[config.mk]
export PLATFORM = sky130hd
export DESIGN_NAME = sad_mask_stream_loader
export DESIGN_NICKNAME = d
export VERILOG_FILES = /design/src/rtl/sad_pkg.sv /design/src/rtl/sad_absdiff_acc.sv /design/src/rtl/sad_mask_stream_loader.sv
export SDC_FILE = /design/constraint.sdc
export NUM_CORES = 1
export LEC_CHECK = 0
export CORE_MARGIN = 2
export CORE_UTILIZATION = 40
export CTS_CLUSTER_SIZE = 8
export DETAILED_ROUTE_END_ITERATION = 8
export GPL_ROUTABILITY_DRIVEN = 0
export SETUP_SLACK_MARGIN = 0.02
export SLEW_MARGIN = 20
export SYNTH_ARGS = -nofsm -noshare
export SYNTH_HDL_FRONTEND = slang
export SYNTH_SLANG_ARGS = --single-unit
[constraint.sdc]
create_clock -name S_AXI_ACLK -period 5.6 [get_ports S_AXI_ACLK]
set_input_delay 0.56 -clock S_AXI_ACLK [delete_from_list [all_inputs] [get_ports S_AXI_ACLK]]
set_output_delay 0.56 -clock S_AXI_ACLK [all_outputs]
set_load 0.05 [all_outputs]
[src/rtl/sad_pkg.sv]
`default_nettype none
// +--------------------------------------------------------------------------+
// | sad_pkg                                                                  |
// | Shared types and helpers for the SAD mask loader and datapath.           |
// | Revision: 1.0                                                            |
// +--------------------------------------------------------------------------+
package sad_pkg;

  localparam int MAX_MASK_SIZE = 15;

  typedef enum logic [1:0] {
    LOAD_L = 2'd0,
    LOAD_R = 2'd1,
    RESULT = 2'd2
  } sad_state_t;

  // Smallest result width that holds mask_size^2 * (2^pix_w - 1) without wrap.
  function automatic int sad_sum_width(input int mask_size, input int pix_w);
    longint max_sum;
    max_sum = longint'(mask_size) * longint'(mask_size) * ((longint'(1) << pix_w) - 1);
    return $clog2(max_sum + 1);
  endfunction

endpackage
`default_nettype wire

[src/rtl/sad_absdiff_acc.sv]
`default_nettype none
// +--------------------------------------------------------------------------+
// | sad_absdiff_acc                                                          |
// | Combinational |a-b| feeding a registered accumulator with clear/enable.  |
// | Revision: 1.0                                                            |
// +--------------------------------------------------------------------------+
module sad_absdiff_acc #(
  parameter int PIX_W = 8,
  parameter int SUM_W = 12
) (
  input  logic             clk,
  input  logic             rst_n,
  input  logic             i_clr,
  input  logic             i_en,
  input  logic [PIX_W-1:0] i_a,
  input  logic [PIX_W-1:0] i_b,
  output logic [SUM_W-1:0] o_sum_next,
  output logic [SUM_W-1:0] o_acc
);

  logic [PIX_W-1:0] w_diff;
  logic [SUM_W-1:0] w_diff_ext;
  logic [SUM_W-1:0] r_acc;

  assign w_diff     = (i_a > i_b) ? (i_a - i_b) : (i_b - i_a);
  assign w_diff_ext = SUM_W'(w_diff);
  assign o_sum_next = r_acc + w_diff_ext;
  assign o_acc      = r_acc;

  // Clear wins over enable so a phase change always starts from zero.
  always_ff @(posedge clk or negedge rst_n) begin
    if (!rst_n) begin
      r_acc <= '0;
    end else if (i_clr) begin
      r_acc <= '0;
    end else if (i_en) begin
      r_acc <= o_sum_next;
    end
  end

endmodule
`default_nettype wire

[src/rtl/sad_mask_stream_loader.sv]
`default_nettype none
// +--------------------------------------------------------------------------+
// | sad_mask_stream_loader                                                   |
// | Streams a left then right mask, accumulates SAD, presents the result.    |
// | Optional macro SAD_FRAME_CHECK_EN adds the sticky frame_err output.      |
// | Revision: 1.0                                                            |
// +--------------------------------------------------------------------------+
module sad_mask_stream_loader
  import sad_pkg::*;
#(
  parameter int MASK_SIZE = 3,
  parameter int PIX_W     = 8,
  parameter int SUM_W     = 12
) (
  input  logic             S_AXI_ACLK,
  input  logic             S_AXI_ARESETN,
  input  logic             pix_valid,
  output logic             pix_ready,
  input  logic [PIX_W-1:0] pix_data,
  input  logic             pix_last,
  output logic             res_valid,
  input  logic             res_ready,
  output logic [SUM_W-1:0] res_data,
  output logic             busy
`ifdef SAD_FRAME_CHECK_EN
  ,
  output logic             frame_err
`endif
);

  localparam int                 N        = MASK_SIZE * MASK_SIZE;
  localparam int                 IDX_W    = (N > 1) ? $clog2(N) : 1;
  localparam logic [IDX_W-1:0]   LAST_IDX = IDX_W'(N - 1);

  sad_state_t       r_state;
  sad_state_t       w_state_nxt;
  logic [IDX_W-1:0] r_idx;
  logic [PIX_W-1:0] r_left [N];
  logic             r_res_valid;
  logic [SUM_W-1:0] r_res_data;
  logic             r_busy;

  logic             w_xfer;
  logic             w_idx_last;
  logic             w_res_hs;
  logic             w_acc_clr;
  logic             w_acc_en;
  logic [SUM_W-1:0] w_sum_next;
  logic [SUM_W-1:0] w_acc;

  assign w_xfer     = pix_valid && pix_ready;
  assign w_idx_last = (r_idx == LAST_IDX);
  assign w_res_hs   = r_res_valid && res_ready;
  assign w_acc_clr  = w_xfer && (r_state == LOAD_L) && w_idx_last;
  assign w_acc_en   = w_xfer && (r_state == LOAD_R);

  // State register
  always_ff @(posedge S_AXI_ACLK or negedge S_AXI_ARESETN) begin
    if (!S_AXI_ARESETN) begin
      r_state <= LOAD_L;
    end else begin
      r_state <= w_state_nxt;
    end
  end

  // Next-state logic
  always_comb begin
    w_state_nxt = r_state;
    case (r_state)
      LOAD_L:  if (w_xfer && w_idx_last) w_state_nxt = LOAD_R;
      LOAD_R:  if (w_xfer && w_idx_last) w_state_nxt = RESULT;
      RESULT:  if (w_res_hs)             w_state_nxt = LOAD_L;
      default:                           w_state_nxt = LOAD_L;
    endcase
  end

  // Outputs: pix_ready decodes the state register only, never the inputs.
  always_comb begin
    pix_ready = (r_state != RESULT);
    res_valid = r_res_valid;
    res_data  = r_res_data;
    busy      = r_busy;
  end

  always_ff @(posedge S_AXI_ACLK or negedge S_AXI_ARESETN) begin
    if (!S_AXI_ARESETN) begin
      r_idx       <= '0;
      r_res_valid <= 1'b0;
      r_res_data  <= '0;
      r_busy      <= 1'b0;
    end else begin
      if (w_xfer) begin
        r_idx <= w_idx_last ? '0 : (r_idx + 1'b1);
      end
      if (w_xfer && (r_state == LOAD_L)) begin
        r_busy <= 1'b1;
      end else if (w_res_hs) begin
        r_busy <= 1'b0;
      end
      if (w_acc_en && w_idx_last) begin
        r_res_valid <= 1'b1;
        r_res_data  <= w_sum_next;
      end else if (w_res_hs) begin
        r_res_valid <= 1'b0;
      end
    end
  end

  // Left-mask store carries no reset; every entry is written before use.
  always_ff @(posedge S_AXI_ACLK) begin
    if (w_xfer && (r_state == LOAD_L)) begin
      r_left[r_idx] <= pix_data;
    end
  end

  sad_absdiff_acc #(
    .PIX_W (PIX_W),
    .SUM_W (SUM_W)
  ) u_acc (
    .clk        (S_AXI_ACLK),
    .rst_n      (S_AXI_ARESETN),
    .i_clr      (w_acc_clr),
    .i_en       (w_acc_en),
    .i_a        (pix_data),
    .i_b        (r_left[r_idx]),
    .o_sum_next (w_sum_next),
    .o_acc      (w_acc)
  );

`ifdef SAD_FRAME_CHECK_EN
  logic r_frame_err;
  logic w_last_beat;
  logic [SUM_W-1:0] w_unused_acc;

  assign w_last_beat  = (r_state == LOAD_R) && w_idx_last;
  assign w_unused_acc = w_acc;
  assign frame_err    = r_frame_err;

  always_ff @(posedge S_AXI_ACLK or negedge S_AXI_ARESETN) begin
    if (!S_AXI_ARESETN) begin
      r_frame_err <= 1'b0;
    end else if (w_xfer && (pix_last != w_last_beat)) begin
      r_frame_err <= 1'b1;
    end
  end
`else
  logic             w_unused_last;
  logic [SUM_W-1:0] w_unused_acc;

  assign w_unused_last = pix_last;
  assign w_unused_acc  = w_acc;
`endif

endmodule
`default_nettype wire

# --- Word-level counts from Yosys, hierarchy flattened ---
# Memory sizes are Yosys's and may differ from the RTL's.
# Cells that the tools add are included.
classes:
  add_sub_neg: 4
  magnitude_cmp: 1
  n_div: 0
  n_shift: 0
  n_reduce_logical: 12
  mul: 0
  n_eq_ne: 7
  n_mux: 13
  n_bitwise: 0
ops:
  columns: ["operator", "n"]
  rows:
  - ["two-way mux 12 bit", 2]
  - ["subtractor 8 bit", 2]
  - ["adder 12 x 8 -> 12 bit", 1]
  - ["> comparator 8 bit", 1]
  - ["two-way mux 8 bit", 1]
  - ["logical AND 1 bit", 7]
  - ["two-way mux 2 bit", 3]
  - ["!= test 2 bit (second input constant)", 3]
  - ["one-hot mux 2 bit (3 select lines)", 1]
  - ["nonzero test 2 bit", 3]
  - ["two-way mux 1 bit", 5]
  - ["adder 4 x 1 -> 4 bit (second input constant)", 1]
  - ["equality test 4 bit (second input constant)", 1]
  - ["two-way mux 4 bit", 1]
  - ["AND reduction 3 bit", 1]
  - ["equality test 2 x 1 -> 1 bit (second input constant)", 1]
  - ["equality test 2 bit (second input constant)", 1]
  - ["zero test 2 bit", 1]
  - ["!= test 2 x 1 -> 1 bit (second input constant)", 1]
totals:
  mem_bits_rw: 72
  mem_bits_ro: 0
  memories: 1
  register_bits: 32
  word_cells: 44
  latchBits: 0
mem_list:
  columns: ["memory", "words", "word_bits", "read_ports", "rd_clocked_by_memory_dff", "wr", "line", "rtl"]
  rows:
  - ["r_left", 9, 8, 1, 0, 1, "sad_mask_stream_loader.sv:38", "logic [PIX_W-1:0] r_left [N];"]

# --- Logic depth before layout (Yosys ltp) ---
# An unclocked memory read counts as a cell.
logic_depth:
  depth_word: 6
  mapped_depth: 20

# --- By module ---
# A second synthesis with hierarchy kept.
hier_totals:
  hier_cells: 410
  hier_area_um2: 5470.2
by_module_without_submodules:
  columns: ["module", "seq_area_each_um2", "cells_each", "area_per_inst_um2", "instances"]
  rows:
  - ["sad_mask_stream_loader", 2662.6, 204, 3733.6, 1]
  - ["sad_absdiff_acc", 300.3, 206, 1736.7, 1]

# --- Worst setup path before layout ---
# OpenSTA, ideal clock, no wires.
synth_path:
  path_type: "register -> register"
  start: "register r_idx[0]"
  end: "register r_res_data[9] (netlist: res_data[9])"
  path_stages_with_launch: 21
  arrival_time_ns: 4.874
  setup_slack_ns: 0.586
  period_less_slack_ns: 5.014
  path_cell_list: "dfrtp_1 buf_2 buf_4 mux4_2 mux2i_1 o21a_1 inv_1 ha_1 buf_6 a211oi_2 o21ai_2 o21ai_4 mux2_2 o211a_1 a211oi_2 ha_1 a2111oi_0 o21ai_1 and2_1 o311ai_0 o21ai_0"
synth_between:
  elab_chain_cells: 4
  elab_cells_between_ends: 8
  classes_between: "3 x add/sub; 1 x order compare; 1 x eq/ne; 1 x mux; 1 x reduce/logical; 1 x memory"
synth_lines:
  columns: ["item", "line", "rtl"]
  rows:
  - ["start: declaration", "sad_mask_stream_loader.sv:37", "logic [IDX_W-1:0] r_idx;"]
  - ["start signal: assignment", "sad_mask_stream_loader.sv:93", "r_idx <= w_idx_last ? '0 : (r_idx + 1'b1);"]
  - ["memory (9 x 8 bit)", null, null]
  - ["subtractor 8 bit / > comparator 8 bit (equally long branches)", "sad_absdiff_acc.sv:25", "assign w_diff = (i_a > i_b) ? (i_a - i_b) : (i_b - i_a);"]
  - ["two-way mux 8 bit", "sad_absdiff_acc.sv:25", null]
  - ["adder 12 x 8 -> 12 bit", "sad_absdiff_acc.sv:27", "assign o_sum_next = r_acc + w_diff_ext;"]
  - ["end signal: assignment", "sad_mask_stream_loader.sv:102", "r_res_data <= w_sum_next;"]
  - ["end: declaration", "sad_mask_stream_loader.sv:40", "logic [SUM_W-1:0] r_res_data;"]
# Several ways; a longest one is shown, not always the timed one.
# A chain may end at the register's enable or synchronous reset.

# --- Worst setup path in the final report ---
layout_path:
  start: "register r_idx[0]"
  end: "register r_res_data[11] (netlist: res_data[11])"
# The elaborated chain is that of the path after synthesis.

==> metrics.cfg <==
[synthesis]
synth_compound_area_share_pct = 10.8
synth_edf_count = 72
synthMuxAreaShare_pct = 10.4
synth_top_family_by_area = compound AO/OA/AOI/OAI gates
synth_cell_types = 57
synthesis.area_um2 = 5210
yosysSeqAreaShare_pct = 56.8
yosys.area_share.simple_pct = 8.79
synth_warnings = 0
async_reset_ff_share_pct = 30.8
syn_inst = 401
synth_ff_type = edfxtp_1
ys_ff_latch = 104
synth_xor_area_share_pct = 2.18
synth_adder_area_share_pct = 7.63
synth.avg_cell_area_um2 = 13.0
syn-num-nets = 444

[timing]
finalCritPeriodShare_pct = 92.1
rsz0062_at_grt = no
finalSetupViolCount = 0
max_slew_margin_pct = 45.0
drv_slew = 0
worst_clock_skew_ns = 0.0124
finalHoldViolCount = 0
worst_slew_pin_slew_ns = 0.823
max_freq_mhz = 194
fin_crit_ns = 5.16
fin_setup_tns_ns = 0

[floorplan]
die_height_um = 118
initial_utilization_pct = 41.1
dieArea_um2 = 14000
rows = 41
core_area_um2 = 12700
die_x_um = 118
pin_count = 28

[cts]
numCtsBuffers = 9
holdBufCountCts = 0
cts.repair.resized = 0
cts_sinks = 104
cts_buffer_depth = 2
cts-root-buf = clkbuf_16
cts_tree = done
path_clk_slew_ns = 0.07
cts_setup_buffers = 0
clock_latency_ns = 0.36
htree_levels = 3

[grt]
grt_use_total_pct = 15.2
antenna_found_initial = 0
first_global_vias = 3222
grt_remaining_overflow = 0
grt_start_max_net_pins = 33
grt_pass1_wl_um = 16600

[drt]
drcViolationCount = 0
routed_via_density = 5.15
wl_per_cell_um = 15.9
dr.pass1.iters = 5
routed_wirelength_um = 9700
num_vias = 3139
postRouteAntennaNets = 0
drt_iter0_markers = 294

[setup_path]
crit_start = r_idx[0]$_DFFE_PN0P_
cp.arrival_ns = 5.42
cp_slowest_cell = mux4_2
worst_setup_path_end_kind = flip-flop
cp.depth = 19
required_ns = 5.86
reg2reg_from = r_idx[0]$_DFFE_PN0P_
path_buf_inv = 3
worstSetupStartpointType = flip-flop
rr_endpoint = res_data[11]$_DFFE_PN0P_
crit_family = compound AO/OA/AOI/OAI gates
cp_common_cell = ha_1
r2r_cells = 19
crit_chain = buf_12, mux4_2, mux2i_1, o21a_1, inv_1, ha_1, nand4_1, or2_1, o21ai_4, mux2_2, o211a_1, a211oi_2, ha_1, a2111oi_0, o21ai_1, buf_4, and3_1, a311o_1, o31ai_1
worst-r2r-setup-slack_ns = 0.44
crit_end = res_data[11]$_DFFE_PN0P_
cp_max_fo = 20
worst-setup-path-type = reg -> reg
max_stage_delay_ns = 0.53

[run_status]
status = complete, no violations

[cells_and_area]
layout-drive-gt1-share_pct = 13.7
layout_commonest_cell = edfxtp_1
final_cell_mix = edfxtp_1, nand2_1, dfrtp_1
fin_cells = 610
area_growth_pct = 15.3
nNetsFinal = 476
diodes = 0

[power_and_ir_drop]
p_per_area_nw_per_um2 = 558
max-vdd-ir-drop_mv = 0.335
p_leak_nw = 2.35

[worst_hold_path]
hp-class = reg -> reg

[job]
drv_cap = 0

[placed_design]
dp.final_hpwl_um = 6940
io_buffers = 26
place_inst = 594

-- metal layers --
layer  wire length (um)  part of all wire, %  vias to the layer above  GRT usage (%)
met5                  0                    0                        -              0
met1               4570                   47                     1535           20.3
met3                322                  3.3                       10           4.01
met4                144                  1.5                        0           5.42
li1                   -                    -                     1545              -
met2               4670                   48                       49           24.0
-- cells by family (layout without fill, tap and decap cells) --
family                   Yosys count  count (layout)
AO/OA/AOI/OAI                     84              84
XOR/XNOR                          13              13
adder cells (fa/ha/maj)           30              30
buffers and inverters             42              79
flip-flops                       104             104
multiplexers                      33              33
AND/OR/NAND/NOR                   95              95
-- cell type report --
cell class,instances,area (um^2)
Clock buffer,9,225
Clock inverter,7,72.6
Fill cell,1153,6660
Inverter,25,93.8
Multi-Input combinational cell,255,2080
Sequential cell,104,2960
Tap cell,172,215
Timing Repair Buffer,38,363
-- tightest hold or removal path: stages (launching register included) --
cell	delay, ns
dfrtp_1	0.35
nand2_1	0.05
o21ai_0	0.06
-- sequential cells by signal, summed over array words and instances (netlist names) --
signal / count
busy: 1
res_data: 12
r_left: 72
r_idx: 4
r_state: 2
res_valid: 1
u_acc.o_acc: 12
-- synth_stat cells, drive strengths merged, types with 8 or more instances --
cell type	count	area, um^2
mux2	8	93.8
mux2i	9	90.1
clkbuf	8	30.0
a21oi	19	98.9
edfxtp	72	2160
o21ai	25	140
nand2	46	173
dfrtp	32	801
o22ai	8	50.1
buf	9	51.3
and2	14	87.6
mux4	16	360
ha	27	338
inv	25	93.8
-- how the worst min path moves through the flow --
| stage | from | endpoint | slack [ns] | depth (start not counted) |
|---|---|---|---|---|
| after floorplan | S_AXI_ARESETN | busy$_DFFE_PN0P_ | 0.26 | 0 |
| after global placement | res_data[8]$_DFFE_PN0P_ | res_data[8]$_DFFE_PN0P_ | 0.47 | 2 |
| after detailed placement | res_data[8]$_DFFE_PN0P_ | res_data[8]$_DFFE_PN0P_ | 0.47 | 2 |
| after CTS | res_data[2]$_DFFE_PN0P_ | res_data[2]$_DFFE_PN0P_ | 0.49 | 2 |
| after global routing | r_state[1]$_DFFE_PN0P_ | r_state[0]$_DFFE_PN0P_ | 0.51 | 1 |
| final | res_data[4]$_DFFE_PN0P_ | res_data[4]$_DFFE_PN0P_ | 0.49 | 2 |
-- through the flow --
stage	total power, W	hold WS, ns	instance area (um^2)	setup WS (ns)	utilization (%)
floorplan	0.00230	0.264	5210	0.586	-
global placement	0.00272	0.467	5710	0.465	45.1
detailed placement	0.00274	0.475	5710	0.387	45.1
CTS	0.00339	0.493	6010	0.348	47.4
global route	0.00362	0.515	6010	0.0333	47.4
finish	0.00335	0.488	6010	0.445	47.4
-- power breakdown --
| part | internal [W] | switching, W | leakage [nW] |
|---|---|---|---|
| Sequential | 0.000934 | 0.0000898 | 1.06 |
| Combinational | 0.000733 | 0.000963 | 1.14 |
| Clock | 0.000319 | 0.000314 | 0.146 |
| Total | 0.00199 | 0.00137 | 2.35 |
No activity file was read; power rests on OpenSTA's default activity.
